**src/rtl/ser_pkg.sv**
```systemverilog
// Shared types for the serial frame source: FSM state encoding and the
// width of the inter-frame gap counter.
package ser_pkg;

    typedef enum logic [1:0] {
        S_IDLE  = 2'd0,
        S_SHIFT = 2'd1,
        S_GAP   = 2'd2
    } state_t;

    localparam int GAP_CNT_W = 4;

endpackage

```
**src/rtl/serial_frame_tx.sv**
```systemverilog
// serial_frame_tx: accepts a WIDTH-bit word over valid/ready and shifts it
// out LSB-first, one bit per clock, followed by GAP_CYCLES idle cycles.
// Optional build macro SER_PARITY_EN appends an even-parity bit after the
// data bits and moves frame_done onto that extra cycle.
module serial_frame_tx
    import ser_pkg::*;
#(
    parameter int WIDTH      = 11,
    parameter int GAP_CYCLES = 2
) (
    input  logic             clk,
    input  logic             reset,
    input  logic             load_valid,
    input  logic [WIDTH-1:0] load_data,
    output logic             load_ready,
    output logic             dout,
    output logic             dout_valid,
    output logic             frame_done,
    output logic             busy
);

    localparam int CNT_W = $clog2(WIDTH + 1);
`ifdef SER_PARITY_EN
    localparam int LAST_IDX = WIDTH;
`else
    localparam int LAST_IDX = WIDTH - 1;
`endif
    localparam logic [CNT_W-1:0]     LAST     = CNT_W'(LAST_IDX);
    localparam logic [GAP_CNT_W-1:0] GAP_LAST =
        GAP_CNT_W'((GAP_CYCLES == 0) ? 0 : GAP_CYCLES - 1);

    state_t               r_state;
    // Holds the bits not yet driven; bit 0 is the next one out.
    logic [WIDTH-1:0]     r_shreg;
    // Index of the bit currently on dout.
    logic [CNT_W-1:0]     r_bit_cnt;
    logic [GAP_CNT_W-1:0] r_gap_cnt;
    logic                 r_dout;
    logic                 r_dout_valid;
    logic                 r_frame_done;
    logic                 r_busy;
`ifdef SER_PARITY_EN
    logic                 r_par;
`endif

    logic [CNT_W-1:0]     w_bit_nxt;

    assign w_bit_nxt  = r_bit_cnt + CNT_W'(1);
    assign load_ready = (r_state == S_IDLE);
    assign dout       = r_dout;
    assign dout_valid = r_dout_valid;
    assign frame_done = r_frame_done;
    assign busy       = r_busy;

    // Frame FSM with all serial-side outputs registered alongside the state.
    always_ff @(posedge clk or negedge reset) begin
        if (!reset) begin
            r_state      <= S_IDLE;
            r_shreg      <= '0;
            r_bit_cnt    <= '0;
            r_gap_cnt    <= '0;
            r_dout       <= 1'b0;
            r_dout_valid <= 1'b0;
            r_frame_done <= 1'b0;
            r_busy       <= 1'b0;
`ifdef SER_PARITY_EN
            r_par        <= 1'b0;
`endif
        end else begin
            case (r_state)
                S_IDLE: begin
                    if (load_valid) begin
                        // Bit 0 goes straight to dout so it appears the
                        // cycle after the accept edge.
                        r_shreg      <= {1'b0, load_data[WIDTH-1:1]};
                        r_dout       <= load_data[0];
                        r_dout_valid <= 1'b1;
                        r_frame_done <= 1'b0;
                        r_busy       <= 1'b1;
                        r_bit_cnt    <= '0;
                        r_state      <= S_SHIFT;
`ifdef SER_PARITY_EN
                        r_par        <= ^load_data;
`endif
                    end
                end
                S_SHIFT: begin
                    if (r_bit_cnt == LAST) begin
                        r_dout       <= 1'b0;
                        r_dout_valid <= 1'b0;
                        r_frame_done <= 1'b0;
                        r_gap_cnt    <= '0;
                        if (GAP_CYCLES == 0) begin
                            r_busy  <= 1'b0;
                            r_state <= S_IDLE;
                        end else begin
                            r_state <= S_GAP;
                        end
                    end else begin
`ifdef SER_PARITY_EN
                        r_dout <= (w_bit_nxt == CNT_W'(WIDTH)) ? r_par : r_shreg[0];
`else
                        r_dout <= r_shreg[0];
`endif
                        r_shreg      <= {1'b0, r_shreg[WIDTH-1:1]};
                        r_bit_cnt    <= w_bit_nxt;
                        r_frame_done <= (w_bit_nxt == LAST);
                    end
                end
                S_GAP: begin
                    if (r_gap_cnt == GAP_LAST) begin
                        r_busy  <= 1'b0;
                        r_state <= S_IDLE;
                    end else begin
                        r_gap_cnt <= r_gap_cnt + GAP_CNT_W'(1);
                    end
                end
                default: begin
                    r_state <= S_IDLE;
                    r_busy  <= 1'b0;
                end
            endcase
        end
    end

endmodule

```
**config.mk**
```make
export PLATFORM = sky130hd
export DESIGN_NAME = serial_frame_tx
export DESIGN_NICKNAME = d
export VERILOG_FILES = /design/src/rtl/ser_pkg.sv /design/src/rtl/serial_frame_tx.sv
export SDC_FILE = /design/constraint.sdc
export NUM_CORES = 1
export LEC_CHECK = 0
export CORE_MARGIN = 2
export CORE_UTILIZATION = 52
export CTS_CLUSTER_DIAMETER = 150
export DETAILED_ROUTE_END_ITERATION = 10
export HOLD_SLACK_MARGIN = 0.15
export MAX_ROUTING_LAYER = met4
export PLACE_DENSITY = 0.85
export SLEW_MARGIN = 20
export SYNTH_ARGS = -nofsm -noshare
export SYNTH_HDL_FRONTEND = slang
export SYNTH_SLANG_ARGS = --single-unit
```
**constraint.sdc**
```tcl
create_clock -name clk -period 2.19 [get_ports clk]
set_input_delay 0.219 -clock clk [delete_from_list [all_inputs] [get_ports clk]]
set_output_delay 0.219 -clock clk [all_outputs]
set_load 0.01 [all_outputs]
```
==> results of run 1 <==
-- sequential cells by signal, summed over array words and instances, names as in the netlist --
signal and count:
r_shreg 10, r_bit_cnt 4, r_gap_cnt 4, r_state 2, busy 1, dout 1, dout_valid 1, frame_done 1
-- worst min-delay path by stage --
stage               cells past startpoint        from  slack, ns      endpoint
finish                                  2       reset       0.23  r_gap_cnt[1]
CTS                                     2       reset       0.24  r_gap_cnt[1]
floorplan                               0       reset      -0.08          busy
global placement                        1  r_shreg[5]       0.48    r_shreg[5]
global route                            2       reset       0.24  r_bit_cnt[2]
detailed placement                      1  r_shreg[4]       0.50    r_shreg[4]
-- per-layer routing --
metal  vias to the layer above  GRT usage  part of all wire  routed length [um]
li1                        405          -                 -                   -
met1                       396      0.263              0.49                1060
met2                        23      0.273              0.44                 954
met3                         5     0.0593             0.055                 118
met4                         0     0.0385            0.0088                  19
met5                         -          -                 0                   0
-- cells by family after synthesis --
logic type               after synthesis
AND/OR/NAND/NOR                       22
flip-flops                            24
multiplexers                          19
buffers and inverters                 11
AO/OA/AOI/OAI                         20
adder cells (fa/ha/maj)                5
XOR/XNOR                               2
-- power groups by stage --
stage | sequential [mW] | combinational (mW) | clock (mW)
finish | 0.745 | 0.927 | 0.325
global route | 0.764 | 1.02 | 0.349
CTS | 0.743 | 0.937 | 0.333
detailed placement | 0.751 | 0.931 | 0
global placement | 0.744 | 0.896 | 0
floorplan | 0.727 | 0.760 | 0
-- critical path, stage by stage, from the launching register on --
cell             delay, ns
dfrtp_1               0.46
nor2_1                0.19
clkdlybuf4s50_1       0.57
-- cell type report --
class | instances | share of cell area
sequential | 24 | 0.400
multi-input combinational | 68 | 0.392
timing repair buffer | 20 | 0.130
tap | 28 | 0.0233
clock inverter | 1 | 0.0200
inverter | 8 | 0.0200
clock buffer | 3 | 0.0150
-- cell usage after synthesis (all sizes together) --
cell type,number,share of area
a21oi,5,0.020
buf,3,0.027
dfrtp,24,0.48
ha,5,0.050
inv,8,0.024
mux2,18,0.19
mux2i,1,0.0080
nand2,2,0.0060
nand2b,1,0.0050
nand3,6,0.024
nand3b,1,0.016
nand4,1,0.0050
nor2,3,0.0090
nor2b,3,0.015
nor3b,1,0.0060
o21ai,6,0.024
o21ba,1,0.0080
o21bai,1,0.0060
o221ai,1,0.0070
o22ai,4,0.020
o31ai,1,0.0060
o32ai,1,0.0070
or2,1,0.0050
or2b,2,0.012
or3,1,0.0050
xnor2,2,0.014
==> out/qor.txt, run 1 <==
run status - finished, final reports clean
CTS hold repair buffers - 0
share of power burned in combinational logic - 0.464
adder and majority cell fraction of the synthesized area - 0.0500
count of nets after finishing - 144
CP Data Required Time - 1.97 ns
total power of the final layout - 2.00 mW
main combinational cell family by area after synthesis - multiplexers
Critical R2R Capture - r_shreg[5]
worst max-slew margin expressed relative to the limit - 0.741
crit path launch - r_state[0]
average via count per standard cell - 5.45
setup repair after global routing missed its margin - no
# Max-Cap Violations - 0
flop-to-flop setup slack - 0.43 ns
mux share of post-synthesis cell area - 0.200
wire per inst - 14.1 um
Num Clock Sinks - 24
basic-gate share of the synthesized area counting and, or, nand and nor cells - 0.108
part of the power in the clock network - 0.163
chip height - 53.1 um
power density relative to cell area - 1330 nW/um^2
antenna diode count - 0
Fillers - 186
multi-input gate area in the final layout - 588 um^2
Lkg Pwr - 0.721 nW
FF-to-FF path depth - 5
core area - 2250 um^2
HPWL after detailed placement - 1.63 mm
Tightest Pin Transition - 0.389 ns
reported net switching power - 0.647 mW
Avg Cell Area, Syn - 12.2 um^2
post-placement cell count - 148
die area - 2820 um^2
clock input transition at the sequential cells of the worst setup and hold paths - 0.14 ns
Std-Cell Rows - 17
most used cells in the layout excluding fill and tap cells - dfrtp_1, clkdlybuf4s50_1, mux2_4
shortest period the worst path allows - 1.76 ns
area added between synthesis and finish - 19.9%
Crit Path Max Fanout - 7
final standard cell count with taps included and fillers excluded - 152
maximum VDD drop - 0.000888 V
Post CTS Setup Buffer Count - 0
Critical path destination - load_ready
share of power burned in registers - 0.373
final-report setup violation count - 0
violation count after the first detailed-route iteration - 12
Synth Net Count - 122
Max Clock Skew - 0.00878 ns
clock insertion delay at the later pin of the skew report - 0.33 ns
Cell Area, Synth - 1250 um^2
CTS Root Cell - clkbuf_4
portion of the clock cycle consumed by the worst path in the final layout - 0.805
H-tree depth - 1
path class of the lowest-slack min-delay path - input pin to asynchronous set/reset pin
ANT nets after route - 0
number of global-route vias before repair - 784
internal power - 1.35 mW
switching portion of total power - 0.324
total overflow reported by the global router - 0
fraction of the yosys area taken by sequential cells - 0.480
post-route design area - 1500 um^2
sequential cell area in the final layout - 601 um^2
fraction of final layout cells sized beyond drive strength 1 - 0.210
number of port buffers - 18
count of distinct cell types in the synthesized netlist - 27
initial standard-cell utilization of the core - 0.555
width of the die - 53.1 um
worst setup margin - 0.427 ns
fraction of the mapped netlist area in compound gates - 0.0979
post-synthesis register bit count - 24
max-slew violations - 0
Reg-to-Reg Start - r_bit_cnt[0]
wire length of the first global-routing pass - 3.68 mm
minimum hold slack - 0.234 ns
TritonCTS clock tree - yes
pin count of the biggest net entering global routing - 25
total via count in the routed design - 829
Worst Setup Path Type - register to primary output
Total Routed Length - 2.15 mm
CP startpoint kind - register
xor-xnor portion of the synthesized cell area - 0.0140
total negative slack - 0 ns
global placer's final weighted congestion - 0.850
number of remaining DRC errors - 0
final count of hold timing violations - 0
share of the core filled with cells in the final layout - 0.666
Critical Path Sink Type - primary output
top-level I/O count - 19
number of gates resized after cts - 0
commonest non-fill, non-tap cell in the layout - dfrtp_1
clock buffer depth - 2
antenna violations before repair - 0
all-layer global routing usage - 0.189
pre-CTS setup slack - 0.288 ns
instance count of the mapped netlist - 103
detailed-routing iteration count for the pre-antenna-repair pass - 4
standard cell area after detailed placement - 1450 um^2
fmax - 567 MHz
total clock buffers created by CTS - 3
Arr. time, crit path - 1.54 ns
Yosys warning count - 0
Note: power is estimated with default switching activity, not from simulation.
==> run 2: changes to the inputs <==
Clock period 2.19 ns to 1.8 ns, I/O delays scaled along.
==> run 2 against run 1 <==
  * Combinational power increased by 31%
  * Final cell count is 2.6% higher
  * Die area is the same
  * Sequential power increased by 22%
  * Sequential share of layout area fell by 0.59 points
  * Routed wire length rose by 6.0%
  * Non-clock buffer count rose by 4
  * Largest power group unchanged
  * Critical path depth unchanged
  * Global-route usage grew 0.83 points
  * Sequential cell count stayed put
==> out/qor.txt, run 2 (synthesis gave the netlist of run 1 again) <==
Tightest Pin Transition - 0.306 ns (-0.0829 ns)
Lkg Pwr - 0.737 nW (+2.3%)
average via count per standard cell - 5.51 (+0.96%)
fmax - 589 MHz
core area - 2250 um^2 (unchanged)
Critical Path Sink Type - primary output
chip height - 53.1 um (unchanged)
Max Clock Skew - 0.00461 ns (-0.00417 ns)
number of flip-flops under the largest register name - 10 (unchanged)
number of port buffers - 18 (unchanged)
Std-Cell Rows - 17 (unchanged)
most used cells in the layout excluding fill and tap cells - dfrtp_1, clkdlybuf4s50_1, mux2_4
maximum VDD drop - 0.00103 V (+16%)
Total Routed Length - 2.28 mm (+6.0%)
H-tree depth - 1 (unchanged)
top routing layer in use - met4
detailed-routed wire length on met3 - 91 um (-23%)
wire per inst - 14.6 um (+3.3%)
antenna violations before repair - 0 (unchanged)
HPWL after detailed placement - 1.67 mm (+2.3%)
max-slew violations - 0 (unchanged)
total negative slack - 0 ns (unchanged)
CP startpoint kind - register
Routed met1 length - 1.11 mm (+5.3%)
total power of the final layout - 2.41 mW (+21%)
initial standard-cell utilization of the core - 0.555 (unchanged)
post-route design area - 1520 um^2 (+1.5%)
Crit Path Max Fanout - 7 (unchanged)
CP peak stage delay - 0.55 ns (-0.02 ns)
Fillers - 179 (-3.8%)
count of nets after finishing - 148 (+2.8%)
path class of the lowest-slack min-delay path - input pin to asynchronous set/reset pin
Arr. time, crit path - 1.52 ns (-0.02 ns)
met2 WL post-DR - 1.04 mm (+9.1%)
master of the slowest instance on the critical path - clkdlybuf4s50_1
total overflow reported by the global router - 0 (unchanged)
clock insertion delay at the later pin of the skew report - 0.32 ns (about the same)
Top Registers - r_shreg (10), r_bit_cnt (4), r_gap_cnt (4)
wire length of the first global-routing pass - 3.88 mm (+5.4%)
fraction of final layout cells sized beyond drive strength 1 - 0.242 (+0.0325)
global placer's final weighted congestion - 0.803 (-5.6%)
standard cell area after detailed placement - 1480 um^2 (+2.1%)
total clock buffers created by CTS - 3 (unchanged)
total via count in the routed design - 859 (+3.6%)
top-level I/O count - 19 (unchanged)
number of remaining DRC errors - 0 (unchanged)
commonest non-fill, non-tap cell in the layout - dfrtp_1
register ranked first by flip-flop count - r_shreg
final-report setup violation count - 0 (unchanged)
detailed-routing iteration count for the pre-antenna-repair pass - 4 (unchanged)
portion of the clock cycle consumed by the worst path in the final layout - 0.944
setup repair after global routing missed its margin - no
CP Data Required Time - 1.62 ns (-0.35 ns)
all-layer global routing usage - 0.197 (+0.00830)
clock buffer depth - 2 (unchanged)
Num Clock Sinks - 24 (unchanged)
antenna diode count - 0 (unchanged)
kind of cell adding the most delay to the critical path - buffers and inverters
violation count after the first detailed-route iteration - 6 (-6)
number of global-route vias before repair - 884 (+13%)
Buf/Inv on CP - 1 (unchanged)
# Max-Cap Violations - 0 (unchanged)
width of the die - 53.1 um (unchanged)
ANT nets after route - 0 (unchanged)
final count of hold timing violations - 0 (unchanged)
area added between synthesis and finish - 21.7%
pin count of the biggest net entering global routing - 25 (unchanged)
die area - 2820 um^2 (unchanged)
TritonCTS clock tree - yes
shortest period the worst path allows - 1.70 ns
list of cells traversed by the critical path - nor2_2, clkdlybuf4s50_1
worst max-slew margin expressed relative to the limit - 0.796 (+0.0553)
clock input transition at the sequential cells of the worst setup and hold paths - 0.13 ns (about the same)
Worst Setup Path Type - register to primary output
CTS Root Cell - clkbuf_4
power density relative to cell area - 1580 nW/um^2 (+19%)
run status - finished, final reports clean
## run 2: cell types whose count changed in the layout (fill, tap and decap cells not counted), sizes merged
cell / delta
clkbuf: +1
buf: +4
bufinv: -1
## run 2: path summary, 6_finish.rpt
check / cells past startpoint / slack (ns) / end / from
worst max-delay path: 2 / 0.10 / load_ready / r_state[0]
worst min-delay path: 2 / 0.20 / r_bit_cnt[3] / reset
worst max register to register: 4 / 0.19 / r_shreg[6] / r_state[0]
worst min register to register: 2 / 0.49 / frame_done / frame_done
max in group asynchronous: 2 / 1.37 / r_gap_cnt[1] / reset
min in group clk: 3 / 0.43 / r_shreg[9] / load_data[10]
## run 2: cell type report
type	instances	area [um^2]	area share
inverter	8	30.0	0.0197
tap	28	35.0	0.0230
clock buffer	4	36.3	0.0238
timing repair buffer	24	225	0.148
sequential	24	601	0.394
multi-input combinational	68	597	0.392
## run 2: report_power, final
part           leakage, nW  switching (mW)  internal, mW
logic                0.413           0.484         0.727
registers            0.304           0.162         0.744
clock network       0.0210           0.168         0.124
total                0.737           0.814          1.59
## run 2: per-stage QoR
| step | std cells | hold WS, ns | utilization | setup slack (ns) |
|---|---|---|---|---|
| 5_1_grt | 156 | 0.237 | 0.676 | 0.0458 |
| 3_5_place_dp | 152 | 0.468 | 0.656 | 0.0548 |
| 2_1_floorplan | 103 | -0.116 | - | 0.221 |
| 4_1_cts | 156 | 0.213 | 0.672 | 0.0472 |
| 3_3_place_gp | 152 | 0.470 | 0.656 | 0.107 |
| 6_report | 156 | 0.199 | 0.676 | 0.102 |
## run 2: metal layers
metal,GRT usage,up-vias
li1,-,414
met1,0.262,416
met2,0.302,24
met3,0.0339,5
met4,0.0769,0
met5,-,-
## run 2: worst reg2reg max path: stages (launching register included)
cell,delay [ns]
dfrtp_1,0.47
nor2b_1,0.21
buf_4,0.24
mux2_2,0.35
mux2_2,0.26
## run 2: timing repair
item | CTS | global route
setup endpoints to repair | 0 | 2
setup buffers | 0 | 0
hold buffers | 0 | 0
resized for setup | 0 | 2
==> run 3: changes to the inputs <==
Settings changed: CORE_ASPECT_RATIO set to 0.75.
Clock period 1.8 ns to 1.87 ns, I/O delays scaled along.
==> run 3 against run 2 <==
  * First-iteration DRC count rose to 4.0 times the previous value
  * Routed wire length is 2.7% higher
  * Non-clock buffer count fell by 1
  * Count of clock-buffer cells in the layout did not move
  * Clock power is 7.9% lower
  * Setup slack gained 0.013 ns
  * Die area grew 0.15%
  * Utilization shrank 1.1 points
  * Combinational power decreased by 5%
  * Via count grew 2.1%
  * Worst hold slack gained 0.0073 ns
  * Critical path type unchanged
  * Critical endpoint unchanged
  * Largest cell class unchanged
==> out/qor.txt, run 3 (synthesis gave the netlist of run 1 again) <==
run status - finished, final reports clean
width of the die - 60.7 um (+14%)
all-layer global routing usage - 0.206 (+0.00842)
path class of the lowest-slack min-delay path - input pin to asynchronous set/reset pin
register ranked first by flip-flop count - r_shreg
flop-to-flop setup slack - 0.21 ns (+0.02 ns)
TritonCTS clock tree - yes
HPWL after detailed placement - 1.80 mm (+8.0%)
Critical Path Sink Type - primary output
portion of the clock cycle consumed by the worst path in the final layout - 0.939
part of the power in the clock network - 0.118 (-0.003)
commonest non-fill, non-tap cell in the layout - dfrtp_1
reported net switching power - 0.760 mW (-6.6%)
share of power burned in registers - 0.378 (+0.002)
Crit Path Max Fanout - 7 (unchanged)
number of global-route vias before repair - 868 (-1.8%)
fmax - 570 MHz
Max Clock Skew - 0.0148 ns (+0.0102 ns)
number of port buffers - 18 (unchanged)
list of cells traversed by the critical path - nor2_1, clkdlybuf4s50_1
total negative slack - 0 ns (unchanged)
detailed-routing iteration count for the pre-antenna-repair pass - 4 (unchanged)
Num Clock Sinks - 24 (unchanged)
chip height - 46.5 um (-12%)
clock buffer depth - 2 (unchanged)
CTS Root Cell - clkbuf_4
worst max-slew margin expressed relative to the limit - 0.793 (-0.00370)
area added between synthesis and finish - 21.5%
clock insertion delay at the later pin of the skew report - 0.32 ns (about the same)
Post CTS Setup Buffer Count - 0 (unchanged)
FF-to-FF path depth - 5 (+1)
number of remaining DRC errors - 0 (unchanged)
antenna violations before repair - 0 (unchanged)
Lkg Pwr - 0.734 nW (-0.50%)
die area - 2820 um^2 (+0.15%)
wire length of the first global-routing pass - 3.97 mm (+2.3%)
crit path launch - r_state[0]
ANT nets after route - 0 (unchanged)
# Max-Cap Violations - 0 (unchanged)
CP peak stage delay - 0.58 ns (+0.03 ns)
maximum VDD drop - 0.000709 V (-31%)
count of nets after finishing - 147 (-0.68%)
CP startpoint kind - register
power density relative to cell area - 1500 nW/um^2 (-5.1%)
total clock buffers created by CTS - 3 (unchanged)
final-report setup violation count - 0 (unchanged)
standard cell area after detailed placement - 1480 um^2 (unchanged)
top-level I/O count - 19 (unchanged)
pre-CTS setup slack - 0.106 ns (+0.0517 ns)
core area - 2290 um^2 (+1.6%)
Worst Setup Path Type - register to primary output
internal power - 1.52 mW (-4.6%)
Arr. time, crit path - 1.57 ns (+0.05 ns)
Reg-to-Reg Start - r_bit_cnt[0]
master of the slowest instance on the critical path - clkdlybuf4s50_1
Fillers - 185 (+3.4%)
Top Registers - r_shreg (10), r_bit_cnt (4), r_gap_cnt (4)
Critical path destination - load_ready
total overflow reported by the global router - 0 (unchanged)
switching portion of total power - 0.333 (-0.00480)
wire per inst - 14.5 um (-0.47%)
initial standard-cell utilization of the core - 0.547 (-0.00850)
Tightest Pin Transition - 0.311 ns (+0.00554 ns)
global placer's final weighted congestion - 0.722 (-10%)
number of flip-flops under the largest register name - 10 (unchanged)
fraction of final layout cells sized beyond drive strength 1 - 0.228 (-0.0138)
shortest period the worst path allows - 1.76 ns
antenna diode count - 0 (unchanged)
final count of hold timing violations - 0 (unchanged)
Std-Cell Rows - 15 (-2)
H-tree depth - 1 (unchanged)
Total Routed Length - 2.34 mm (+2.7%)
most used cells in the layout excluding fill and tap cells - dfrtp_1, clkdlybuf4s50_1, mux2_4
total via count in the routed design - 877 (+2.1%)
clock input transition at the sequential cells of the worst setup and hold paths - 0.13 ns (about the same)
pin count of the biggest net entering global routing - 25 (unchanged)
share of power burned in combinational logic - 0.504 (about the same)
setup repair after global routing missed its margin - no
minimum hold slack - 0.206 ns (+0.00729 ns)
violation count after the first detailed-route iteration - 24 (+18)
average via count per standard cell - 5.45 (-1.1%)
Critical R2R Capture - r_shreg[3]
post-route design area - 1520 um^2 (-0.16%)
worst setup margin - 0.115 ns (+0.0129 ns)
CP Data Required Time - 1.68 ns (+0.06 ns)
max-slew violations - 0 (unchanged)
## run 3: changes by cell type in the layout (fill, tap and decap cells not counted), sizes merged
cell	previous run	this run
buf	6	5
## run 3: cell type report
type                    instances  area (um^2)  area share
multi-input cells              68          594       0.391
inverters                       8         30.0      0.0197
clock buffers                   4         36.3      0.0238
flip-flops and latches         24          601       0.395
well taps                      34         42.5      0.0280
repair buffers                 23          218       0.143
## run 3: metal layers
| metal | track usage | wire [um] | share of wire | vias to the layer above |
|---|---|---|---|---|
| li1 | - | - | - | 411 |
| met1 | 0.255 | 963 | 0.41 | 424 |
| met2 | 0.316 | 1170 | 0.50 | 34 |
| met3 | 0.0618 | 143 | 0.061 | 8 |
| met4 | 0.0826 | 69 | 0.029 | 0 |
| met5 | - | 0 | 0 | - |
## run 3: worst min-delay path by stage
stage               start    endpoint  slack [ns]  cells after the start
2_1_floorplan       reset        busy       -0.11                      0
3_3_place_gp   frame_done  frame_done        0.46                      2
3_5_place_dp   frame_done  frame_done        0.47                      2
4_1_cts             reset        busy        0.21                      2
5_1_grt             reset        busy        0.21                      2
6_report            reset  r_shreg[7]        0.21                      2
## run 3: metrics by stage
stage / util / total power [mW] / instances
after floorplan: - / 1.74 / 103
after global placement: 0.646 / 1.95 / 157
after detailed placement: 0.646 / 2.02 / 157
after CTS: 0.662 / 2.30 / 161
after global routing: 0.664 / 2.46 / 161
final: 0.664 / 2.28 / 161
## run 3: timing repair
item,in CTS,in global routing
endpoints found under the setup margin,0,4
hold buffers,0,0
gates resized for setup,0,1
## run 3: critical path, delay by kind of cell, from the launching register on
kind,cells,cell delay [ns]
flip-flops,1,0.45
AND/OR/NAND/NOR,1,0.23
buffers and inverters,1,0.58
## run 3: power groups by stage
stage | combinational (mW) | clock (mW) | sequential (mW)
after global routing | 1.27 | 0.305 | 0.888
after global placement | 1.09 | 0 | 0.861
after CTS | 1.15 | 0.283 | 0.862
after detailed placement | 1.15 | 0 | 0.874
after floorplan | 0.891 | 0 | 0.851
final | 1.15 | 0.269 | 0.862
